===== config.mk =====
export PLATFORM = sky130hd
export DESIGN_NAME = game_flow_controller
export DESIGN_NICKNAME = d
export VERILOG_FILES = /design/src/rtl/game_flow_controller.sv
export SDC_FILE = /design/constraint.sdc
export NUM_CORES = 1
export LEC_CHECK = 0
export CORE_UTILIZATION = 40
export DETAILED_ROUTE_END_ITERATION = 10
export HOLD_SLACK_MARGIN = 0.02
export PLACE_DENSITY = 0.67
export SYNTH_ARGS = -nofsm -noshare
export SYNTH_HDL_FRONTEND = slang
export SYNTH_SLANG_ARGS = --single-unit

===== constraint.sdc =====
create_clock -name clk -period 2.74 [get_ports clk]
set_input_delay 0.822 -clock clk [delete_from_list [all_inputs] [get_ports clk]]
set_output_delay 0.822 -clock clk [all_outputs]
set_load 0.01 [all_outputs]

===== src/rtl/game_flow_controller.sv =====
// Game sequencer for the brick-breaker: level load, serve delay, play, pause and win/lose.
// Owns the remaining brick health and lives counters; every output comes from a register.
module game_flow_controller #(
  parameter int HEALTH_W     = 10,
  parameter int START_LIVES  = 3,
  parameter int SERVE_DELAY  = 60,
  parameter int LOAD_TIMEOUT = 1023
) (
  input  logic                clk,
  input  logic                reset,
  input  logic                start_btn,
  input  logic                pause_btn,
  input  logic                load_done,
  input  logic [HEALTH_W-1:0] level_health,
  input  logic                brick_hit,
  input  logic [1:0]          hit_damage,
  input  logic                ball_lost,
  output logic                load_start,
  output logic                play_enable,
  output logic                serve_active,
  output logic [HEALTH_W-1:0] health_remaining,
  output logic [1:0]          lives,
  output logic                win_occurred,
  output logic                game_over,
  output logic                load_error,
  output logic [2:0]          state
);

  localparam logic [2:0] IDLE  = 3'd0;
  localparam logic [2:0] LOAD  = 3'd1;
  localparam logic [2:0] SERVE = 3'd2;
  localparam logic [2:0] PLAY  = 3'd3;
  localparam logic [2:0] PAUSE = 3'd4;
  localparam logic [2:0] WIN   = 3'd5;
  localparam logic [2:0] LOSE  = 3'd6;

  // One counter is shared by LOAD and SERVE, so size it for the longer of the two.
  localparam int CNT_MAX = (LOAD_TIMEOUT > SERVE_DELAY) ? LOAD_TIMEOUT : SERVE_DELAY;
  localparam int CNT_W   = $clog2(CNT_MAX + 1);
  localparam logic [CNT_W-1:0] LOAD_LAST  = CNT_W'(LOAD_TIMEOUT - 1);
  localparam logic [CNT_W-1:0] SERVE_LAST = CNT_W'(SERVE_DELAY - 1);

  logic [2:0]          state_q, state_d;
  logic [CNT_W-1:0]    cnt_q, cnt_d;
  logic [HEALTH_W-1:0] health_q, health_d;
  logic [1:0]          lives_q, lives_d;
  logic                loadErr_q, loadErr_d;
  logic                loadStart_q, loadStart_d;
  logic [HEALTH_W-1:0] damage;
  logic [HEALTH_W-1:0] hitHealth;
  logic                startGame;

  // Saturating subtraction of the current hit from the remaining health.
  always_comb begin
    damage    = HEALTH_W'(hit_damage);
    hitHealth = (health_q > damage) ? (health_q - damage) : '0;
  end

  always_comb begin
    state_d     = state_q;
    cnt_d       = cnt_q;
    health_d    = health_q;
    lives_d     = lives_q;
    loadErr_d   = loadErr_q;
    loadStart_d = 1'b0;
    startGame   = 1'b0;

    case (state_q)
      IDLE: begin
        if (start_btn) startGame = 1'b1;
      end

      LOAD: begin
        if (load_done) begin
          health_d = level_health;
          cnt_d    = '0;
          state_d  = (level_health == '0) ? WIN : SERVE;
        end else if (cnt_q == LOAD_LAST) begin
          loadErr_d = 1'b1;
          cnt_d     = '0;
          state_d   = IDLE;
        end else begin
          cnt_d = cnt_q + 1'b1;
        end
      end

      SERVE: begin
        if (cnt_q == SERVE_LAST) begin
          cnt_d   = '0;
          state_d = PLAY;
        end else begin
          cnt_d = cnt_q + 1'b1;
        end
      end

      // A hit is applied before a simultaneous ball loss; clearing the level wins outright.
      PLAY: begin
        if (brick_hit) health_d = hitHealth;
        if (brick_hit && (hitHealth == '0)) begin
          state_d = WIN;
        end else if (ball_lost) begin
          if (lives_q > 2'd1) begin
            lives_d = lives_q - 2'd1;
            cnt_d   = '0;
            state_d = SERVE;
          end else begin
            lives_d = 2'd0;
            state_d = LOSE;
          end
        end else if (pause_btn) begin
          state_d = PAUSE;
        end
      end

      PAUSE: begin
        if (start_btn)      startGame = 1'b1;
        else if (pause_btn) state_d   = PLAY;
      end

      WIN, LOSE: begin
        if (start_btn) startGame = 1'b1;
      end

      default: begin
        state_d = IDLE;
        cnt_d   = '0;
      end
    endcase

    if (startGame) begin
      state_d     = LOAD;
      cnt_d       = '0;
      lives_d     = 2'(START_LIVES);
      loadErr_d   = 1'b0;
      loadStart_d = 1'b1;
    end
  end

  always_ff @(posedge clk or posedge reset) begin
    if (reset) begin
      state_q     <= IDLE;
      cnt_q       <= '0;
      health_q    <= '0;
      lives_q     <= 2'd0;
      loadErr_q   <= 1'b0;
      loadStart_q <= 1'b0;
    end else begin
      state_q     <= state_d;
      cnt_q       <= cnt_d;
      health_q    <= health_d;
      lives_q     <= lives_d;
      loadErr_q   <= loadErr_d;
      loadStart_q <= loadStart_d;
    end
  end

  assign load_start       = loadStart_q;
  assign play_enable      = (state_q == PLAY);
  assign serve_active     = (state_q == SERVE);
  assign win_occurred     = (state_q == WIN);
  assign game_over        = (state_q == LOSE);
  assign health_remaining = health_q;
  assign lives            = lives_q;
  assign load_error       = loadErr_q;
  assign state            = state_q;

endmodule


**Yosys cells after proc, flatten, opt, wreduce, memory -nomap -nowiden**

Cells that the tools add are included.

- Add/subtract/negate cells: 3
- Order comparisons: 2
- Eq/ne operators: 22
- Muxes and demuxes: 36
- Reduce and logical (&&, ||, !) cells: 16

Operator list:

| kind | number |
|---|---|
| $mux W10 | 10 |
| $pmux W10 S4 | 1 |
| $mux W3 | 11 |
| $logic_not A10 Y1 | 2 |
| $pmux W10 S2 | 1 |
| $pmux W3 S5 | 1 |
| $add A10 B1 Y10 const B | 1 |
| $eq A10 B10 Y1 const B | 1 |
| $eq A10 B6 Y1 const B | 1 |
| $gt A10 B2 Y1 | 1 |
| $mux W2 | 5 |
| $reduce_bool A2 Y1 | 5 |
| $sub A10 B2 Y10 | 1 |
| $eq A3 B3 Y1 const B | 3 |
| $ne A3 B3 Y1 const B | 3 |
| $reduce_and A3 Y1 | 3 |
| $mux W1 | 7 |
| $eq A3 B2 Y1 const B | 2 |
| $ne A2 B1 Y1 const B | 3 |
| $ne A2 B2 Y1 const B | 3 |
| $ne A3 B1 Y1 const B | 2 |
| $reduce_and A6 Y1 | 1 |
| $ne A5 B3 Y1 const B | 1 |
| $ne A4 B4 Y1 const B | 1 |
| other kinds (9) | 9 |

- Bits in registers: 27
- Input port bits: 19
- Output and inout bits: 21
- Logic and storage cells: 85

**Logic depth before layout (Yosys ltp)**

Gate-level depths: netlist of run 1.

- Word-level depth: 7
- Depth in mapped cells: 11
- Depth with buffers taken out: 9

**Worst setup path before layout of run 1**

OpenSTA, ideal clock, no wires.

- Path kind: input port to flip-flop
- Start: input hit_damage[0]
- End: register lives_q[0], in the netlist lives[0]
- Setup time: 0.124 ns
- Arrival time: 3.160 ns
- Data required time: 2.616 ns
- Path slack: -0.544 ns
- Cell stages on the path: 10
- Buffers on the path: 2
- Cells stage by stage: ha_1 -> fa_1 -> clkbuf_1 -> or3b_2 -> or4_4 -> nand3_2 -> and4b_1 -> buf_6 -> o31a_1 -> a211o_1

- Cells in the longest elaborated chain, start to end: 6
- Elaborated cells between the ends (all ways): 7
- Classes of those cells: 1 x add/sub; 1 x order compare; 1 x eq/ne; 1 x mux; 3 x reduce/logical

Ends and longest elaborated chain:

| what | line | RTL |
|---|---|---|
| from (decl) | 16 | `input logic [1:0] hit_damage,` |
| $sub A10 B2 Y10 or $gt A10 B2 Y1 (tied branches) | 56 | `hitHealth = (health_q > damage) ? (health_q - damage) : '0;` |
| $mux W10 * | 56 |  |
| $logic_not A10 Y1 * | 99 | `if (brick_hit && (hitHealth == '0)) begin` |
| $logic_and A1 B1 Y1 * | 99 |  |
| $ne A2 B2 Y1 (no line) * | - |  |
| $reduce_and A3 Y1 (no line) * | - |  |
| to (signal assigned) | 151 | `lives_q <= lives_d;` |
| to (decl) | 46 | `logic [1:0] lives_q, lives_d;` |

Every way passes the cells marked *; elsewhere a longest branch is shown, timed or not.
A chain may end at the register's enable or synchronous reset.

**Final worst setup path of run 1**

Ends and elaborated chain as after synthesis.

==> results of run 1 <==
==> layer usage <==
| metal | track usage [%] | share of wire (%) | vias up |
|---|---|---|---|
| li1 | - | - | 1001 |
| met1 | 34.6 | 48 | 984 |
| met4 | 7.33 | 1.4 | 0 |
| met5 | 0 | 0 | - |
| met2 | 36.2 | 46 | 67 |
| met3 | 2.25 | 4.7 | 6 |
==> placed cells by master, fill, tap and decap left out, types with 12 or more instances in the layout <==
cell type / n
clkdlybuf4s50_1: 37
nand2_1: 24
buf_4: 29
inv_1: 16
dfrtp_1: 27
nor2_1: 16
nor3_1: 12
a21oi_1: 18
o21ai_0: 18
==> sequential cells by signal, indices dropped and copies added, names as in the netlist <==
| signal | flops |
|---|---|
| lives | 2 |
| health_remaining | 10 |
| state | 3 |
| cnt_q | 10 |
| load_error | 1 |
| load_start | 1 |
==> final timing paths <==
path,from,end,slack (ns),depth (start not counted)
setup / recovery,hit_damage[0],lives[0],-0.01,10
hold / removal,load_error,load_error,0.52,2
setup reg to reg,health_remaining[0],lives[0],0.05,10
hold reg to reg,load_error,load_error,0.52,2
max in group asynchronous,reset,health_remaining[0],1.59,3
min in group asynchronous,reset,cnt_q[4],0.88,3
==> layout make-up <==
| class | count | area [µm²] | share of cell area [%] |
|---|---|---|---|
| clock buffer | 3 | 41.3 | 1.51 |
| clock inverter | 1 | 7.51 | 0.274 |
| sequential | 27 | 676 | 24.7 |
| inverter | 17 | 66.3 | 2.42 |
| timing repair buffer | 72 | 663 | 24.2 |
| multi-input combinational | 184 | 1220 | 44.6 |
| tap | 52 | 65.1 | 2.37 |
==> cell usage after synthesis (all sizes together), types with 2 or more instances <==
master / number
dfrtp: 27
nand2: 24
o21ai: 22
a21oi: 20
inv: 17
nor2: 17
nor3: 12
clkbuf: 8
nand3: 8
nor4: 8
a31oi: 7
nor2b: 7
ha: 5
o21a: 4
buf: 3
o211ai: 3
o22ai: 3
or3: 3
or4: 3
a21o: 2
a22o: 2
a32oi: 2
and3: 2
nand2b: 2
nand3b: 2
nor3b: 2
o31a: 2
or2: 2
or3b: 2
xor2: 2
==> logic make-up (layout without fill, tap and decap cells) <==
| group | count (synthesis) | count (layout) | share of synthesized area [%] |
|---|---|---|---|
| xor gates and xnor gates | 3 | 3 | 1.37 |
| buffers and inverters | 28 | 93 | 6.25 |
| adders and majority gates | 6 | 6 | 4.30 |
| and+or+nand+nor | 99 | 99 | 27.9 |
| AOI/OAI and AO/OA | 76 | 76 | 25.1 |
| DFF | 27 | 27 | 35.2 |
==> critical path, delay by kind of cell <==
family	cells	cell delay, ns
simple gates	4	1.14
compound gates	2	0.45
fa+ha+maj	2	0.33
buf+inv	2	0.20
==> stage by stage <==
| step | instance area [µm²] | worst slack [ns] | utilization (%) | hold WS (ns) |
|---|---|---|---|---|
| after floorplan | 1960 | -0.320 | - | 0.463 |
| after detailed placement | 2560 | -0.860 | 57.1 | 0.501 |
| final | 2740 | -0.0144 | 61.2 | 0.520 |
| after CTS | 2710 | -0.0326 | 60.5 | 0.520 |
| after global routing | 2740 | -0.0823 | 61.2 | 0.541 |
| after global placement | 2560 | -0.808 | 57.1 | 0.492 |
==> power groups by stage <==
stage	logic [mW]	registers, mW	clock network, mW
global route	1.69	0.731	0.267
finish	1.56	0.710	0.253
CTS	1.48	0.705	0.252
floorplan	0.785	0.703	0
global placement	1.40	0.703	0
detailed placement	1.41	0.708	0
==> what timing repair did <==
item / in CTS / in global routing
hold endpoints to repair: 0 / 0
gates resized for setup: 24 / 9
pin swaps: 8 / 5
endpoints found under the setup margin: 21 / 18
buffers inserted: 5 / 1
==> results_dict.tcl, run 1 <==
set metrics [dict create \
    drc 4 \
    synth_ff_type "dfrtp_1" \
    cts_sinks 27 \
    leakagePower_nw 1.15 \
    min_period_over_period_pct 101 \
    cts_buffers 3 \
    cp-end-kind "register" \
    setup_viol 2 \
    synth.top_cells.by_area "dfrtp_1 (35%), o21ai_0 (5.5%), a21oi_1 (5.2%)" \
    netlist_instances 239 \
    grt_overflow 0 \
    start_util_pct 43.0 \
    rows 24 \
    critPathSlowestCell "or4_4" \
    finClkSkew_ns 0.00968 \
    switching_share_pct 44.3 \
    timing.final.ws_setup_ns -0.0144 \
    crit_required_ns 2.93 \
    critPathMaxFanout 3 \
    synthesis.nets 264 \
    syn-mean-instance-area_um2 8.04 \
    ir_drop_v 0.000515 \
    clkTransAtPathRegs_ns 0.11 \
    nNetsFinal 330 \
    ys_seq_area_share_pct 35.2 \
    async_reset_ff_share_pct 100 \
    yosysTopAreaCell "dfrtp_1" \
    antenna_found_initial 0 \
    worstMarginPinSlew_ns 0.531 \
    fp.dieW_um 71.3 \
    dpl.hpwl_mm 4.11 \
    fill_cells 410 \
    slowest_delay_ns 0.43 \
    antenna_cells 0 \
    synth_cell_types 52 \
    cts_tree "done" \
    gp_congestion 0.915 \
    ys.warnings.count 0 \
    status "finished with violations" \
    fp.coreArea_um2 4470 \
    slew_viol_final 0 \
    seqPwrFrac_pct 28.2 \
    stdcell_count 356 \
    violations "design-rule violations, negative setup slack" \
    die-area_um2 5090 \
    drt-initial-drc-count 114 \
    cts-root-buf "clkbuf_8" \
    first_global_vias 1934 \
    powerDensity_nw_per_um2 920 \
    path_cells "buf_8 > ha_4 > fa_2 > or3b_4 > or4_4 > nand3_2 > and4b_2 > buf_6 > o31a_1 > a211o_1" \
    p_comb_share_pct 61.8 \
    io_buffers 39 \
    cp.arrival_ns 2.94 \
    htree_num_levels 1 \
    clk_latency_ns 0.29 \
    area_growth_syn_to_layout_pct 42.6 \
    ys_ff_latch 27 \
    drv_cap 0 \
    dp.cells 346 \
    grt_setup_unrepaired "true" \
    power_mw 2.52 \
    crit_type "input port to register" \
    io_pins 40 \
    switching_power_mw 1.12 \
    crit_path_start_kind "input port" \
    synth_edf_count 0 \
    yosysTopAreaCellShare_pct 35.2 \
    hp-class "register to register" \
    cts_hold_buf 0 \
    via_per_inst 5.78 \
    hold_viol 0 \
    grt_pass1_wl_mm 9.38 \
    netlist_area_um2 1920 \
    die_h_um 71.3 \
    max_freq_mhz 363 \
    clkPwrFrac_pct 10.0 \
    post_route_cells_drive_above_1_share_pct 20.7 \
    period_minus_slack_ns 2.75 \
    track_usage_pct 23.4 \
    wirelength_mm 5.65 \
    wl_per_cell_um 15.9 \
    fin_setup_tns_ns -0.0263 \
    ant_nets 0 \
    grt_max_degree 28 \
    cts_buffer_depth 2 \
    vias 2058 \
    drtPass1Iterations 9 \
    max-slew-margin-rel_pct 64.3 \
    p_int_mw 1.40 \
]
(Power assumes the default switching activity.)
==> run 2, diff against run 1 <==
==> constraint.sdc (replaced) <==
create_clock -name clk -period 2.74 [get_ports clk]
set_input_delay 0.822 -clock clk [delete_from_list [all_inputs] [get_ports clk]]
set_output_delay 0.822 -clock clk [all_outputs]
set_load 0.1 [all_outputs]
==> run 2 against run 1 <==
The flow still finishes with violations (design-rule violations, negative setup slack). Clock-buffer cell count unchanged. Flip-flop and latch count unchanged. Critical path depth down 1. Maximum frequency down 1.1%. Die area unchanged. Global-route usage down 1.0 points. Hold slack worse by 0.019 ns.
==> results_dict.tcl, run 2 (synthesized netlist as in run 1, its figures left out) <==
set metrics [dict create \
    cp.arrival_ns 2.96 \
    timing.final.ws_setup_ns -0.0438 \
    dpl.hpwl_mm 3.86 \
    rows 24 \
    grt_pass1_wl_mm 8.97 \
    grt_overflow 0 \
    critPathMaxFanout 6 \
    max-slew-margin-rel_pct 65.9 \
    cts_hold_buf 0 \
    worstMarginPinSlew_ns 0.507 \
    fp.coreArea_um2 4470 \
    leakagePower_nw 1.14 \
    min_period_over_period_pct 102 \
    cts-root-buf "clkbuf_8" \
    grt_max_degree 28 \
    p_comb_share_pct 69.5 \
    fp.dieW_um 71.3 \
    grt_setup_unrepaired "true" \
    hp-class "register to register" \
    nNetsFinal 325 \
    powerDensity_nw_per_um2 1190 \
    die-area_um2 5090 \
    htree_num_levels 1 \
    antenna_cells 0 \
    pre_cts_ws_ns -0.940 \
    max_freq_mhz 359 \
    setup_viol 12 \
    io_pins 40 \
    crit_path_start_kind "input port" \
    antenna_found_initial 0 \
    cp-end-kind "register" \
    start_util_pct 43.0 \
    final_cell_mix "buf_4 (44), nand2_1 (24), dfrtp_1 (21)" \
    io_buffers 39 \
    gp_congestion 0.880 \
    post_route_cells_drive_above_1_share_pct 28.8 \
    clkTransAtPathRegs_ns 0.10 \
    layout_commonest_cell "buf_4" \
    wirelength_mm 5.37 \
    design_area_um2 2720 \
    slowest_delay_ns 0.43 \
    track_usage_pct 22.4 \
    cts_buffer_depth 2 \
    via_per_inst 5.68 \
    slew_viol_final 0 \
    wl_per_cell_um 15.3 \
    switching_power_mw 1.85 \
    first_global_vias 1869 \
    ant_nets 0 \
    p_int_mw 1.39 \
    cts_buffers 3 \
    crit_required_ns 2.92 \
    drt-initial-drc-count 155 \
    drtPass1Iterations 7 \
    period_minus_slack_ns 2.78 \
    seqPwrFrac_pct 22.9 \
    switching_share_pct 57.0 \
    drc 4 \
    clkPwrFrac_pct 7.6 \
    path_cells "buf_8 > ha_4 > fa_2 > or3b_4 > or4_4 > nand3_2 > and4b_2 > o31a_1 > a211o_1" \
    finClkSkew_ns 0.00561 \
    status "finished with violations" \
    cts_tree "done" \
    die_h_um 71.3 \
    ir_drop_v 0.000807 \
    postPlaceCellArea_um2 2550 \
    drv_cap 0 \
    hold_viol 0 \
    fin_setup_tns_ns -0.294 \
    clk_latency_ns 0.28 \
    vias 1993 \
    area_growth_syn_to_layout_pct 41.3 \
    violations "design-rule violations, negative setup slack" \
    crit_type "input port to register" \
    cts_sinks 27 \
    critPathSlowestCell "or4_4" \
]
run 2: cell count changes in the layout (fill, tap and decap cells not counted), sizes merged:
| cell | previous run | this run |
|---|---|---|
| inv | 17 | 16 |
| clkinvlp | 1 | 2 |
| buf | 35 | 51 |
| clkdlybuf4s50 | 37 | 16 |
run 2: power by group through the flow:
stage | Sequential [mW] | Clock [mW] | Combinational, mW
2_1_floorplan | 1.39 | 0 | 0.856
4_1_cts | 0.735 | 0.252 | 2.18
6_report | 0.741 | 0.247 | 2.25
3_3_place_gp | 0.738 | 0 | 2.11
3_5_place_dp | 0.737 | 0 | 2.12
5_1_grt | 0.768 | 0.265 | 2.39
run 2: worst max-delay path: cells and delay by family:
| family | cells | cell delay, ns |
|---|---|---|
| and+or+nand+nor | 4 | 1.16 |
| adders and majority gates | 2 | 0.34 |
| AOI/OAI and AO/OA | 2 | 0.55 |
| buffers and inverters | 1 | 0.08 |
run 2: metal layers:
| metal | track usage [%] | up-vias | wire [µm] |
|---|---|---|---|
| li1 | - | 999 | - |
| met1 | 31.6 | 939 | 2520 |
| met2 | 36.3 | 50 | 2570 |
| met3 | 2.39 | 5 | 224 |
| met4 | 7.11 | 0 | 55 |
| met5 | 0 | - | 0 |
run 2: cell type report:
cell class	instances	area [µm²]
fillers	393	1760
repair buffers	67	612
flip-flops and latches	27	683
clock buffers	3	41.3
clock inverters	1	7.51
multi-input cells	184	1240
well taps	52	65.1
inverters	17	70.1
run 2: path summary, 6_finish.rpt:
check | from | endpoint | slack, ns | cells past startpoint
max reg2reg | health_remaining[0] | lives[0] | 0.03 | 9
min | cnt_q[0] | cnt_q[0] | 0.50 | 1
max | hit_damage[0] | lives[0] | -0.04 | 9
max in group asynchronous | reset | state[2] | 1.56 | 3
min in group asynchronous | reset | health_remaining[3] | 0.89 | 3
min reg2reg | cnt_q[0] | cnt_q[0] | 0.50 | 1
run 2: what timing repair did:
action / 4_1_cts / 5_1_grt
pin swaps: 9 / 7
setup buffers: 1 / 3
resized for setup: 21 / 10
setup endpoints to repair: 22 / 8
run 2: metrics by stage:
step	hold WS, ns	power (mW)	std cells	utilization [%]
CTS	0.504	3.17	348	59.4
floorplan	0.463	2.24	239	-
global placement	0.483	2.85	343	56.9
detailed placement	0.490	2.86	343	56.9
global route	0.543	3.43	351	60.7
finish	0.501	3.24	351	60.7
